**src/rtl/dual_issue_ctrl_pkg.sv**
```systemverilog
// Shared types and constants for the dual-issue control stage.
package dual_issue_ctrl_pkg;

  typedef enum logic [0:0] {
    StPair,
    StSecond
  } issue_state_e;

  localparam int unsigned REG_ZERO      = 0;
  localparam int unsigned CNT_W_DEFAULT = 16;

endpackage

```
**src/rtl/dual_issue_ctrl_reg_match.sv**
```systemverilog
// Load-use match of one source register against the two ID_EX load destinations.
module dual_issue_ctrl_reg_match
  import dual_issue_ctrl_pkg::*;
#(
  parameter int unsigned REG_W = 5
) (
  input  logic [REG_W-1:0] src,
  input  logic [REG_W-1:0] ex_dest_1,
  input  logic [REG_W-1:0] ex_dest_2,
  input  logic             ex_mem_rd_1,
  input  logic             ex_mem_rd_2,
  output logic             hit
);

  // Register 0 is hardwired, so it never creates a load-use hazard.
  assign hit = (src != REG_W'(REG_ZERO)) &&
               ((ex_mem_rd_1 && (src == ex_dest_1)) || (ex_mem_rd_2 && (src == ex_dest_2)));

endmodule

```
**src/rtl/dual_issue_ctrl.sv**
```systemverilog
// Issue control between IF_ID and ID_EX: pair issue, split over two cycles, or stall.
module dual_issue_ctrl
  import dual_issue_ctrl_pkg::*;
#(
  parameter int unsigned REG_W = 5,
  parameter int unsigned CNT_W = CNT_W_DEFAULT
) (
  input  logic             clk,
  input  logic             reset,
  input  logic             flush,
  input  logic             pair_valid,
  input  logic [REG_W-1:0] rs_1,
  input  logic [REG_W-1:0] rt_1,
  input  logic [REG_W-1:0] dest_1,
  input  logic             wr_en_1,
  input  logic             mem_op_1,
  input  logic [REG_W-1:0] rs_2,
  input  logic [REG_W-1:0] rt_2,
  input  logic [REG_W-1:0] dest_2,
  input  logic             wr_en_2,
  input  logic             mem_op_2,
  input  logic [REG_W-1:0] ex_dest_1,
  input  logic [REG_W-1:0] ex_dest_2,
  input  logic             ex_mem_rd_1,
  input  logic             ex_mem_rd_2,
  output logic             issue_1,
  output logic             issue_2,
  output logic             if_id_hold,
  output logic             split_pending,
  output logic [CNT_W-1:0] cnt_pair,
  output logic [CNT_W-1:0] cnt_split,
  output logic [CNT_W-1:0] cnt_stall
);

  issue_state_e state_q, state_d;
  logic lu_rs_1, lu_rt_1, lu_rs_2, lu_rt_2;
  logic lu_1, lu_2, raw21, waw, mem2, conflict;
  logic inc_pair, inc_split, inc_stall;
  logic [CNT_W-1:0] cnt_pair_q, cnt_pair_d, cnt_split_q, cnt_split_d, cnt_stall_q, cnt_stall_d;

  dual_issue_ctrl_reg_match #(.REG_W(REG_W)) u_lu_rs_1 (
    .src(rs_1), .ex_dest_1(ex_dest_1), .ex_dest_2(ex_dest_2),
    .ex_mem_rd_1(ex_mem_rd_1), .ex_mem_rd_2(ex_mem_rd_2), .hit(lu_rs_1)
  );
  dual_issue_ctrl_reg_match #(.REG_W(REG_W)) u_lu_rt_1 (
    .src(rt_1), .ex_dest_1(ex_dest_1), .ex_dest_2(ex_dest_2),
    .ex_mem_rd_1(ex_mem_rd_1), .ex_mem_rd_2(ex_mem_rd_2), .hit(lu_rt_1)
  );
  dual_issue_ctrl_reg_match #(.REG_W(REG_W)) u_lu_rs_2 (
    .src(rs_2), .ex_dest_1(ex_dest_1), .ex_dest_2(ex_dest_2),
    .ex_mem_rd_1(ex_mem_rd_1), .ex_mem_rd_2(ex_mem_rd_2), .hit(lu_rs_2)
  );
  dual_issue_ctrl_reg_match #(.REG_W(REG_W)) u_lu_rt_2 (
    .src(rt_2), .ex_dest_1(ex_dest_1), .ex_dest_2(ex_dest_2),
    .ex_mem_rd_1(ex_mem_rd_1), .ex_mem_rd_2(ex_mem_rd_2), .hit(lu_rt_2)
  );

  assign lu_1     = lu_rs_1 | lu_rt_1;
  assign lu_2     = lu_rs_2 | lu_rt_2;
  assign raw21    = wr_en_1 && (dest_1 != REG_W'(REG_ZERO)) &&
                    ((dest_1 == rs_2) || (dest_1 == rt_2));
  assign waw      = wr_en_1 && wr_en_2 && (dest_1 != REG_W'(REG_ZERO)) && (dest_1 == dest_2);
  // Single data-memory port: two memory ops cannot issue together.
  assign mem2     = mem_op_1 & mem_op_2;
  assign conflict = raw21 | waw | mem2;

  always_ff @(posedge clk) begin
    if (reset) begin
      state_q     <= StPair;
      cnt_pair_q  <= '0;
      cnt_split_q <= '0;
      cnt_stall_q <= '0;
    end else begin
      state_q     <= state_d;
      cnt_pair_q  <= cnt_pair_d;
      cnt_split_q <= cnt_split_d;
      cnt_stall_q <= cnt_stall_d;
    end
  end

  always_comb begin
    state_d = state_q;
    if (flush) begin
      state_d = StPair;
    end else begin
      unique case (state_q)
        StPair:   if (pair_valid && !lu_1 && (conflict || lu_2)) state_d = StSecond;
        StSecond: if (!lu_2) state_d = StPair;
        default:  state_d = StPair;
      endcase
    end
  end

  always_comb begin
    issue_1    = 1'b0;
    issue_2    = 1'b0;
    if_id_hold = 1'b0;
    inc_pair   = 1'b0;
    inc_split  = 1'b0;
    inc_stall  = 1'b0;
    if (!reset && !flush) begin
      unique case (state_q)
        StPair: begin
          if (pair_valid) begin
            if (lu_1) begin
              if_id_hold = 1'b1;
              inc_stall  = 1'b1;
            end else if (conflict || lu_2) begin
              issue_1    = 1'b1;
              if_id_hold = 1'b1;
              inc_split  = 1'b1;
            end else begin
              issue_1  = 1'b1;
              issue_2  = 1'b1;
              inc_pair = 1'b1;
            end
          end
        end
        StSecond: begin
          // IF_ID is frozen here, so pair_valid is irrelevant.
          if (lu_2) begin
            if_id_hold = 1'b1;
            inc_stall  = 1'b1;
          end else begin
            issue_2 = 1'b1;
          end
        end
        default: ;
      endcase
    end
  end

  always_comb begin
    cnt_pair_d  = cnt_pair_q;
    cnt_split_d = cnt_split_q;
    cnt_stall_d = cnt_stall_q;
    if (inc_pair && (cnt_pair_q != '1))   cnt_pair_d  = cnt_pair_q + CNT_W'(1);
    if (inc_split && (cnt_split_q != '1)) cnt_split_d = cnt_split_q + CNT_W'(1);
    if (inc_stall && (cnt_stall_q != '1)) cnt_stall_d = cnt_stall_q + CNT_W'(1);
  end

  assign split_pending = (state_q == StSecond) && !reset;
  assign cnt_pair      = cnt_pair_q;
  assign cnt_split     = cnt_split_q;
  assign cnt_stall     = cnt_stall_q;

endmodule

```
**config.mk**
```make
export PLATFORM = sky130hd
export DESIGN_NAME = dual_issue_ctrl
export DESIGN_NICKNAME = d
export VERILOG_FILES = /design/src/rtl/dual_issue_ctrl_pkg.sv /design/src/rtl/dual_issue_ctrl_reg_match.sv /design/src/rtl/dual_issue_ctrl.sv
export SDC_FILE = /design/constraint.sdc
export NUM_CORES = 1
export LEC_CHECK = 0
export CAP_MARGIN = 20
export CELL_PAD_IN_SITES_DETAIL_PLACEMENT = 1
export CELL_PAD_IN_SITES_GLOBAL_PLACEMENT = 2
export CORE_ASPECT_RATIO = 1.2
export CORE_MARGIN = 2
export CORE_UTILIZATION = 29
export CTS_CLUSTER_SIZE = 16
export DETAILED_ROUTE_END_ITERATION = 16
export PLACE_DENSITY = 0.95
export SLEW_MARGIN = 20
export SYNTH_ARGS = -nofsm -noshare
export SYNTH_HDL_FRONTEND = slang
export SYNTH_SLANG_ARGS = --single-unit
```
**constraint.sdc**
```tcl
create_clock -name clk -period 7.69 [get_ports clk]
set_input_delay 1.9225 -clock clk [delete_from_list [all_inputs] [get_ports clk]]
set_output_delay 1.9225 -clock clk [all_outputs]
set_load 0.1 [all_outputs]
```
* Word level (Yosys, flattened, before mapping)
Index checks and enable logic that the tools add are counted.
Widths: inputs -> output; s select.
** Word-level totals
- Memories :: 0
- Register bits after elaboration :: 49
- RAM bits :: 0
- Output and inout port bits :: 52
- Latch bits :: 0
- Word-level logic and storage cells :: 94
- Bits in read-only memories :: 0
** Cells by class
- Reduce and logical (&&, ||, !) cells :: 39
- Multiplexer cells :: 28
- Divide/modulo/power cells :: 0
- Shifts and indexed selects :: 0
- Multiply operators :: 0
- Bitwise gates (word level) :: 6
- Add/sub/neg operators :: 3
- Magnitude comparators :: 0
- Equality and inequality tests :: 14
** Operator list (number)
- $eq 5x5->1 :: 11
- $add 16x1->16 const B :: 3
- $ne 16x16->1 const B :: 3
- $reduce_bool 5->1 :: 5
- $logic_and 1x1->1 :: 24
- $mux 1 :: 24
- $pmux 1 s2 :: 4
- $logic_or 1x1->1 :: 6
- $or 1x1->1 :: 4
- $logic_not 1->1 :: 3
- $reduce_or 2->1 :: 1
- $and 1x1->1 :: 1
- $not 1->1 :: 1

* Longest topological paths before layout
- Depth in word-level cells :: 12
- Depth in mapped cells :: 10

* By module
Synthesis repeated with hierarchy kept, for this count alone.
** Unflattened totals
- Cell total of the unflattened synthesis :: 391
- Area total of the unflattened synthesis :: 3273.1 µm²
** By module, submodules not included
- dual_issue_ctrl :: seq. area each 980.9 µm², cells an instance 323, times used 1, area each 2742.6 µm²
- dual_issue_ctrl_reg_match :: seq. area each 0.0 µm², cells an instance 17, times used 4, area each 132.6 µm²

* Least setup slack after synthesis
Ideal clock, no wire load.
- Kind :: in2out
- Start point :: input dest_1[0]
- End point :: output if_id_hold
- Cell stages on the path :: 9
- Slack :: 0.445 ns
- Arrival time :: 5.323 ns
- Required time :: 5.767 ns
- Path through :: xor2_1 -> nor4_1 -> nand3_1 -> a31oi_1 -> or2_1 -> buf_6 -> buf_6 -> o21ai_0 -> a21boi_0
** On the way
- Longest elaborated chain between the ends :: 11
** RTL lines
- start: declaration :: line dual_issue_ctrl.sv:14 : input logic [REG_W-1:0] dest_1,
- $eq 5x5->1 or $reduce_bool 5->1 (tied branches) :: line dual_issue_ctrl.sv:61, dual_issue_ctrl.sv:60, dual_issue_ctrl.sv:62
- $logic_or 1x1->1 (tied with other cells) :: line dual_issue_ctrl.sv:61 : ((dest_1 == rs_2) || (dest_1 == rt_2));
- $logic_and 1x1->1 (on tied branches) :: line dual_issue_ctrl.sv:60, dual_issue_ctrl.sv:62
- $or 1x1->1 * (2 in series) :: line dual_issue_ctrl.sv:65 : assign conflict = raw21 | waw | mem2;
- $logic_or 1x1->1 * :: line dual_issue_ctrl.sv:108 : end else if (conflict || lu_2) begin
- $mux 1 * :: line dual_issue_ctrl.sv:108
- $mux 1 * :: line dual_issue_ctrl.sv:105 : if (lu_1) begin
- $mux 1 * :: line dual_issue_ctrl.sv:104 : if (pair_valid) begin
- $pmux 1 s2 * :: line dual_issue_ctrl.sv:102 : unique case (state_q)
- $mux 1 * :: line dual_issue_ctrl.sv:101 : if (!reset && !flush) begin
- end: declaration :: line dual_issue_ctrl.sv:28 : output logic if_id_hold,
Every way passes the cells marked *; elsewhere a longest branch is shown, timed or not.

* Worst setup path after layout
Ends and elaborated chain as after synthesis.

==> impl_metrics.json <==
{
  "route.met2.wl_mm": 5.382,
  "antenna_found_initial": 0,
  "syn_nets": 471,
  "cp_top_family": "simple AND/OR/NAND/NOR gates",
  "syn_inst": 418,
  "setup_viol": 0,
  "period_share_pct": 89.43,
  "crit_type": "in2out",
  "dieWidth_microns": 102.2,
  "multi_input_area_sq_um": 2202,
  "worst_path_max_delay_cell": "or2_1",
  "clk_latency_ps": 300,
  "setup_slack_ps": 813.2,
  "stdcell_area_sq_um": 4573,
  "place.gp.congestion": 0.7987,
  "ys_ff_latch": 49,
  "drive_gt1_share_pct": 5.788,
  "cts_sinks": 49,
  "critPathCaptureType": "output port",
  "synth_top_area_share_pct": 29.22,
  "synth_enable_flop_cells": 0,
  "die_h_microns": 121.9,
  "dpl.cell_count": 650,
  "power_density_nw_per_um2": 130.8,
  "crit_path_start": "dest_1[0]",
  "achievable-frequency_ghz": 0.1454,
  "yosysUniqueCellTypes": 51,
  "synthTopCellsByCount": "dfxtp_1, xnor2_1, nand2_1",
  "place_hpwl_mm": 8.082,
  "clock_skew_ps": 11.12,
  "synth_flop_cell": "dfxtp_1",
  "critPathArrivalTime_ps": 4950,
  "finalMaxSlewViolations": 0,
  "core_area_sq_um": 11410,
  "worstPathMaxFanout": 28,
  "grt_max_degree": 49,
  "wl_met1_mm": 4.813,
  "drt_iter0_markers": 102,
  "netlist_area_sq_um": 3357,
  "antenna_left": 0,
  "ys_seq_area_share_pct": 29.22,
  "finalHoldViolCount": 0,
  "area_growth_pct": 36.23,
  "worst_pin_slew_ps": 1012,
  "holdCritPathClass": "reg2reg",
  "hold_buffers": 0,
  "cts_setup_buffers": 0,
  "wire_per_inst_microns": 16.47,
  "seqCellArea_sq_um": 980.9,
  "first_global_vias": 3632,
  "outcome": "finished, final reports clean",
  "period_minus_slack_ps": 6877,
  "avgSynthCellArea_sq_um": 8.031,
  "crit_required_ps": 5770,
  "root_buffer": "clkbuf_16",
  "p_leak_nw": 1.368,
  "ir_worst_vdd_mv": 0.09229,
  "synthArstFlopShare_pct": 0,
  "track_usage_pct": 17.46,
  "dpl_cell_area_sq_um": 4414,
  "wl_met3_microns": 567,
  "dr.pass1.iters": 4,
  "dieArea_sq_um": 12460,
  "htree_levels": 2,
  "slowest_delay_ps": 720,
  "final_cells": 658,
  "ctsResizeCount": 0,
  "io_buffer_count": 101,
  "nFillCells": 1374,
  "vias": 3509,
  "cts_buffers": 5,
  "drcViolationCount": 0,
  "clkTransAtPathRegs_ps": 70,
  "worstPathCellList": "clkdlybuf4s50_1 -> xor2_1 -> nor4_1 -> nand3_1 -> a31oi_1 -> or2_1 -> o21ai_0 -> a21boi_0 -> buf_4",
  "synth_warnings": 0,
  "yosys.area.top_type": "dfxtp_1",
  "synth_area_leaders": "dfxtp_1, xnor2_1, o31ai_1",
  "min-delay-start": "cnt_stall[15]",
  "overflow": 0,
  "place_ws_ps": 908.0,
  "setup_tns_ps": 0,
  "worst_slew_margin_rel_pct": 32.32,
  "max_cap_violations": 0,
  "cts_tree": "yes",
  "path_buf_inv": 2,
  "cts_buffer_depth": 2,
  "highest_layer": "met4",
  "nNetsFinal": 553,
  "start_util_pct": 29.43,
  "rsz0062_at_grt": "no",
  "yosysMostFrequentCell": "dfxtp_1",
  "r2r_start": "state_q",
  "num_rows": 43,
  "p_total_w": 0.0005981,
  "viasPerCell": 5.333,
  "antenna_cells": 0,
  "routed_wl_mm": 10.84,
  "pin_count": 102,
  "startpoint_type": "input port",
  "grt_pass1_wl_mm": 17.55
}
## kinds of logic after synthesis
logic type | after synthesis | synth area share, %
AND/OR/NAND/NOR | 171 | 28.29
AO/OA/AOI/OAI | 99 | 19.61
XOR/XNOR | 55 | 14.35
flip-flops | 49 | 29.22
buffers and inverters | 35 | 5.442
multiplexers | 6 | 1.975
adder cells (fa/ha/maj) | 3 | 1.118
## final timing paths
kind	to	slack (ps)	cells after the start
setup / recovery	if_id_hold	810	9
hold / removal	cnt_stall[15]	500	2
setup reg to reg	cnt_pair[6]	5080	6
hold reg to reg	cnt_stall[15]	500	2
## power by group
group	internal (W)	switching, W
clock	0.000123	0.000108
combinational	0.0000497	0.0000630
sequential	0.000254	0.000000879
## placed cells by master (no fill, tap or decap), types with 6 or more instances in the layout
cell type,Yosys,final
and3_1,8,8
xnor2_1,45,45
dfxtp_1,49,49
or3_1,7,7
nor3_1,9,9
buf_4,7,6
nor2_1,17,17
xor2_1,10,10
o21ai_0,14,14
o31ai_1,24,24
nor2b_1,7,7
nand3_1,22,22
nand2_1,39,39
nand4_1,18,18
a21oi_1,34,34
or4_1,21,21
clkdlybuf4s50_1,0,97
## area by class of cell
| class | instances | share of cell area, % |
|---|---|---|
| Sequential cell | 49 | 21.45 |
| Tap cell | 157 | 4.295 |
| Inverter | 6 | 0.4925 |
| Clock inverter | 3 | 0.5472 |
| Timing Repair Buffer | 104 | 22.33 |
| Clock buffer | 5 | 2.736 |
| Multi-Input combinational cell | 334 | 48.15 |
## sequential cells by signal, summed over array words and instances, names as in the netlist
register	count
cnt_stall	16
state_q	1
cnt_pair	16
cnt_split	16
## layer usage
layer  vias to the layer above  global-route usage [%]
met1                      1705                   21.37
met2                        83                   31.37
met5                         -                       0
met3                         5                   3.385
met4                         0                   3.833
li1                       1716                       -
## per-stage QoR
stage,hold slack [ps],utilization [%]
CTS,504.2,40.02
floorplan,492.4,-
detailed placement,489.9,38.70
global route,532.1,40.09
finish,498.7,40.09
global placement,474.5,38.70
## tightest hold or removal path, delay by kind of cell (launching register included)
family,cells,cell delay [ps]
flops,1,340
simple gates,1,60
mux,1,50
Power figures use the tool's default switching activity.
==> patch 1, RTL diff (same flow settings) <==
The package constant `REG_ZERO` goes from 0 to 1.
--- a/src/rtl/dual_issue_ctrl_pkg.sv
+++ b/src/rtl/dual_issue_ctrl_pkg.sv
@@ -8,3 +8,3 @@
 
-  localparam int unsigned REG_ZERO      = 0;
+  localparam int unsigned REG_ZERO      = 1;
   localparam int unsigned CNT_W_DEFAULT = 16;
Behaviour: not the same (a bounded check fails within 4 cycles, from zero or initial values and one cycle with reset high).
==> patch 1 against the original RTL <==
  * Routed wire length is 2.7% lower
  * Fmax is 9.6% higher
  * Critical path depth stayed put
  * Cell count is 1.7% lower
  * Clock power hardly changed
  * Area after synthesis is 0.82% lower
  * Sequential cell count stayed put
  * Setup slack better by 600 ps
  * Cell area is 0.19% higher
  * Total power is 0.63% higher
==> patch 1: results (changes against the original RTL) <==
CLOCK TREE
-------------------------------------------------------------------------------
CTS resizes ......................................................            0   unchanged
Later-pin clock latency in the skew report .......................       290 ps
Clock buffers created by TritonCTS ...............................            5   unchanged
Clock-pin transition on the worst setup and hold timing paths ....        70 ps   about the same
Clock root buffer ................................................    clkbuf_16

WORST SETUP PATH
-------------------------------------------------------------------------------
Critical R2R Capture ............................................. cnt_pair[13]
Arrival time worst endpoint ......................................      4350 ps   -600 ps
Crit Path Max Fanout .............................................            4   -86%
R2r setup slk ....................................................      5140 ps   +60 ps

PLACEMENT
-------------------------------------------------------------------------------
HPWL reported at the end of detailed placement ...................      8.07 mm   -0.15%
Post-detailed-placement cell area ................................  0.00443 mm²   +0.34%
Gp weighted congestion ...........................................        0.813   +1.8%

POWER AND IR DROP
-------------------------------------------------------------------------------
IR Drop Worst-Case VDD ...........................................    0.0731 mV   -21%
Reported leakage power ...........................................      1.40 nW   +2.1%

DRT
-------------------------------------------------------------------------------
Wire length per cell .............................................      16.3 µm   -1.1%
Total number of vias .............................................         3510   +0.028%
Violation count after the first detailed-routing iteration .......          123   +21%
Detailed-routing iteration count for the pre-antenna-repair pass .            4   unchanged

SYNTHESIS
-------------------------------------------------------------------------------
Synth Net Count ..................................................          463   -1.7%
Yosys cell types .................................................           52   +2.0%
Top cell type by total area after synthesis ......................      dfxtp_1
Proportion of synthesized chip area in sequential cells ..........        29.5%   +0.24 points
Synth cell count leaders ......................................... dfxtp_1 (49), xnor2_1 (45), a21oi_1 (33), nand2_1 (33), o31ai_1 (23)
Top area cells in the synthesized netlist ........................ dfxtp_1 (29%), xnor2_1 (12%), o31ai_1 (5.2%)

GLOBAL ROUTE
-------------------------------------------------------------------------------
Via count of the first global-routing pass .......................         3694   +1.7%
First-pass GRT wire length .......................................      17.3 mm   -1.3%
Maximum number of pins on one net before global-route repair .....           46   -6.1%
Antenna violations before repair .................................            0   unchanged
Global-route usage over all layers ...............................        17.2%   -0.29 points

FINAL LAYOUT
-------------------------------------------------------------------------------
Share of cells above drive strength 1 ............................        5.48%   -0.31 points
Count of inserted antenna diode cells ............................            0   unchanged
# nets final .....................................................          545   -1.4%

TIMING
-------------------------------------------------------------------------------
Relative slew slack ..............................................        31.9%   -0.44 points
Layout Skew ......................................................      7.95 ps   -3.17 ps

RUN STATUS
-------------------------------------------------------------------------------
Status ........................................................... finished, final reports clean

WORST HOLD PATH
-------------------------------------------------------------------------------
Worst Hold Class .................................................   reg -> reg
Start point of the worst min-delay path .......................... cnt_stall[9]
Hold path depth ..................................................            2   unchanged
Hold path endpoint ............................................... cnt_stall[9]

-- patch 1: cell types whose count changed in the layout (fill, tap and decap cells not counted), sizes merged, moves of 2 or more --
| cell | delta |
|---|---|
| or2 | -2 |
| and3 | +2 |
| nor3 | -6 |
| o21a | +2 |
| nor4 | +3 |
| nand4 | -2 |
| nor2 | -7 |
| nand2b | +2 |
| o31a | +2 |
| o21ai | +2 |
| nand2 | -6 |
-- patch 1: cell families (layout without fill, tap and decap cells) --
group	Yosys count	count (layout)	synth area share, %
adders and majority gates	3	3	1.13
and+or+nand+nor	160	160	28.1
AOI/OAI and AO/OA	103	103	20.7
buffers and inverters	36	119	4.77
DFF	49	49	29.5
xor gates and xnor gates	55	55	14.5
muxes	4	4	1.35
-- patch 1: per-layer routing --
layer	up-vias	routed length, µm	track usage [%]
met1	1695	4380	19.6
met3	16	595	4.03
met4	0	215	5.92
li1	1699	-	-
met5	-	0	0
met2	100	5350	30.8
-- patch 1: worst max path at each step --
stage,depth (start not counted),to,startpoint
final,9,if_id_hold,dest_1[0]
after global routing,9,if_id_hold,dest_1[0]
after CTS,9,if_id_hold,dest_1[0]
after detailed placement,9,if_id_hold,dest_1[0]
after global placement,9,if_id_hold,dest_1[0]
after floorplan,8,if_id_hold,dest_1[0]
-- patch 1: metrics by stage --
step | hold slack (ps) | power, W | setup slack (ps) | std cells
2_1_floorplan | 492 | 0.000330 | 289 | 410
3_3_place_gp | 472 | 0.000375 | 1500 | 639
3_5_place_dp | 495 | 0.000379 | 1430 | 639
4_1_cts | 500 | 0.000611 | 1410 | 647
5_1_grt | 537 | 0.000629 | 1220 | 647
6_report | 498 | 0.000602 | 1420 | 647
-- patch 1: critical path, stage by stage --
cell	delay (ps)
clkdlybuf4s50_1	520
xor2_1	200
nor4_1	300
nand3_1	130
a31oi_1	370
or2_1	200
o21ai_0	90
a21boi_0	270
buf_4	350
-- patch 1: report_power, final --
part	leakage [nW]	internal (W)	switching [W]
clock network	0.0768	0.000130	0.0000999
registers	0.395	0.000255	0.00000113
logic	0.926	0.0000516	0.0000652
total	1.40	0.000436	0.000166
-- patch 1: final cells by class --
type / count / area [µm²]
timing repair buffer: 105 / 1040
clock inverter: 2 / 13.8
tap: 154 / 193
inverter: 6 / 22.5
sequential: 49 / 981
multi-input combinational: 325 / 2190
fill: 1312 / 6510
clock buffer: 6 / 139
==> patch 2, RTL diff (config.mk and constraints unchanged) <==
Without the edit above. Reset style: asynchronous (`reset`), changed in one clocked block.
--- a/src/rtl/dual_issue_ctrl.sv
+++ b/src/rtl/dual_issue_ctrl.sv
@@ -66,3 +66,3 @@
 
-  always_ff @(posedge clk) begin
+  always_ff @(posedge clk or posedge reset) begin
     if (reset) begin
Formal check against the unedited RTL: differs if reset is asserted again (counterexample within 4 cycles, from zero or initial values and one cycle with reset high); with reset held inactive, the same outputs for 10 cycles.
==> patch 2 against the original RTL <==
  * Count of clock-buffer cells in the layout up 2
  * Routed wire length is 15% lower
  * Register-to-register slack improved by 200 ps
  * Die area decreased by 4.2%
  * Sequential cell count stayed put
  * Setup slack better by 330 ps
  * Area after synthesis shrank 4.4%
  * Cell area decreased by 0.93%
  * Core utilization rose by 1.4 points
  * Critical endpoint is now issue_2
Power is not compared: it rests on default switching activity, and its combinational part moved more than twofold at a synthesized area within 25%.
==> patch 2: results (changes against the original RTL) <==
WORST SETUP PATH
-------------------------------------------------------------------------------
R2r setup slk ....................................................      5280 ps   +200 ps
Crit Path Max Fanout .............................................           17   -39%
Arrival time worst endpoint ......................................      4620 ps   -330 ps
R2R depth ........................................................            8   +2
Critical R2R Capture ............................................. cnt_stall[5]
FF-to-FF Start ................................................... cnt_stall[0]

GLOBAL ROUTE
-------------------------------------------------------------------------------
Via count of the first global-routing pass .......................         3140   -14%
Global-route usage over all layers ...............................        16.0%   -1.4 points
Maximum number of pins on one net before global-route repair .....           50   +2.0%
First-pass GRT wire length .......................................      15.5 mm   -12%

SYNTHESIS
-------------------------------------------------------------------------------
Proportion of synthesized chip area in sequential cells ..........        38.2%   +9.0 points
Ys Warns .........................................................            0   unchanged
Top area cells in the synthesized netlist ........................ dfrtp_1 (38%), xnor2_1 (16%), xor2_1 (11%)
Flip-flop cell with the highest count after synthesis ............      dfrtp_1
Async S/R FF share, synth ........................................         100%   +100 points
Synth Net Count ..................................................          379   -20%
Synth cell count leaders ......................................... xnor2_1 (58), dfrtp_1 (49), xor2_1 (39)
Yosys cell types .................................................           41   -20%

WORST HOLD PATH
-------------------------------------------------------------------------------
Hold path endpoint ............................................... cnt_split[9]
Hold path depth ..................................................            1   -1
Start point of the worst min-delay path .......................... cnt_split[9]

PLACEMENT
-------------------------------------------------------------------------------
Gp weighted congestion ...........................................        0.905   +13%
HPWL reported at the end of detailed placement ...................      7.29 mm   -9.8%

FINAL LAYOUT
-------------------------------------------------------------------------------
Share of cells above drive strength 1 ............................        7.06%   +1.3 points
# nets final .....................................................          477   -14%

CLOCK TREE
-------------------------------------------------------------------------------
Clock Path Buffers ...............................................            2   unchanged
Post-CTS Setup Bufs ..............................................            0   unchanged
Clock root buffer ................................................    clkbuf_16
Later-pin clock latency in the skew report .......................       280 ps   -20 ps

RUN STATUS
-------------------------------------------------------------------------------
Status ........................................................... finished, final reports clean

DRT
-------------------------------------------------------------------------------
Detailed-routing iteration count for the pre-antenna-repair pass .            4   unchanged
Sum of met2 wire segment lengths after detailed routing ..........      4.96 mm   -7.9%
Total length of routed met3 wires ................................       385 µm   -32%
Violation count after the first detailed-routing iteration .......           83   -19%
Wire length per cell .............................................      16.5 µm   about the same
Met1 WL ..........................................................      3.68 mm   -24%
Routed via count divided by cell count ...........................         5.10   -4.5%

TIMING
-------------------------------------------------------------------------------
Worst slew pin tran ..............................................      1030 ps   +14.5 ps
Layout Skew ......................................................      2.27 ps   -8.86 ps

POWER AND IR DROP
-------------------------------------------------------------------------------
Reported leakage power ...........................................      1.86 nW

## patch 2: cell types whose count changed in the layout (fill, tap and decap cells not counted), moves of 13 or more
| cell | change |
|---|---|
| o31ai_1 | -24 |
| xnor2_1 | +13 |
| xor2_1 | +29 |
| dfrtp_1 | +49 |
| dfxtp_1 | -49 |
| a21oi_1 | -32 |
| nand2_1 | -22 |
| or4_1 | -15 |
## patch 2: how the worst max path moves through the flow
stage | from | to | slack [ps] | cells after the start
after floorplan | rt_1[0] | issue_2 | 830 | 5
after detailed placement | rt_2[1] | issue_2 | 1140 | 9
after CTS | rt_2[1] | issue_2 | 1120 | 9
after global routing | rs_2[1] | issue_2 | 950 | 9
final | rt_2[1] | issue_2 | 1140 | 9
after global placement | rt_2[1] | issue_2 | 1170 | 9
## patch 2: per-layer routing
metal | global-route usage, % | vias to the layer above
met5 | 0 | -
met1 | 18.8 | 1397
met2 | 29.6 | 78
met4 | 4.88 | 0
li1 | - | 1351
met3 | 2.46 | 12
## patch 2: kinds of logic after synthesis
group / count (synthesis) / synth area share [%]
multiplexers: 5 / 1.75
AND/OR/NAND/NOR: 137 / 25.8
flip-flops: 49 / 38.2
XOR/XNOR: 97 / 26.5
AO/OA/AOI/OAI: 16 / 4.09
buffers and inverters: 19 / 2.46
adder cells (fa/ha/maj): 3 / 1.17
## patch 2: power groups by stage
stage	clock network, W	logic [W]	registers [W]
2_1_floorplan	0	0.0000912	0.000473
3_3_place_gp	0	0.000349	0.000319
3_5_place_dp	0	0.000358	0.000322
4_1_cts	0.000261	0.000358	0.000317
5_1_grt	0.000272	0.000374	0.000321
6_report	0.000255	0.000355	0.000316
## patch 2: worst max-delay path, cell delays in order
cell             delay (ps)
clkdlybuf4s50_1         490
or4_1                   560
nor2_1                  160
nor3_1                   90
nor4_2                  530
and2_1                  210
buf_4                   240
a32o_1                  230
buf_12                  190
## patch 2: area by class of cell
class,instances,area [µm²]
Timing Repair Buffer,104,1040
Tap cell,132,165
Multi-Input combinational cell,258,1900
Clock inverter,1,30.0
Clock buffer,7,143
Fill cell,1233,6400
Sequential cell,49,1230
Inverter,6,23.8
## patch 2: per-stage QoR
step / std cells / hold WS [ps] / cell area, µm² / power, W
3_5_place_dp: 549 / 487 / 4360 / 0.000679
5_1_grt: 557 / 517 / 4530 / 0.000967
2_1_floorplan: 326 / 653 / 3210 / 0.000564
3_3_place_gp: 548 / 477 / 4350 / 0.000668
6_report: 557 / 491 / 4530 / 0.000926
4_1_cts: 557 / 496 / 4530 / 0.000936
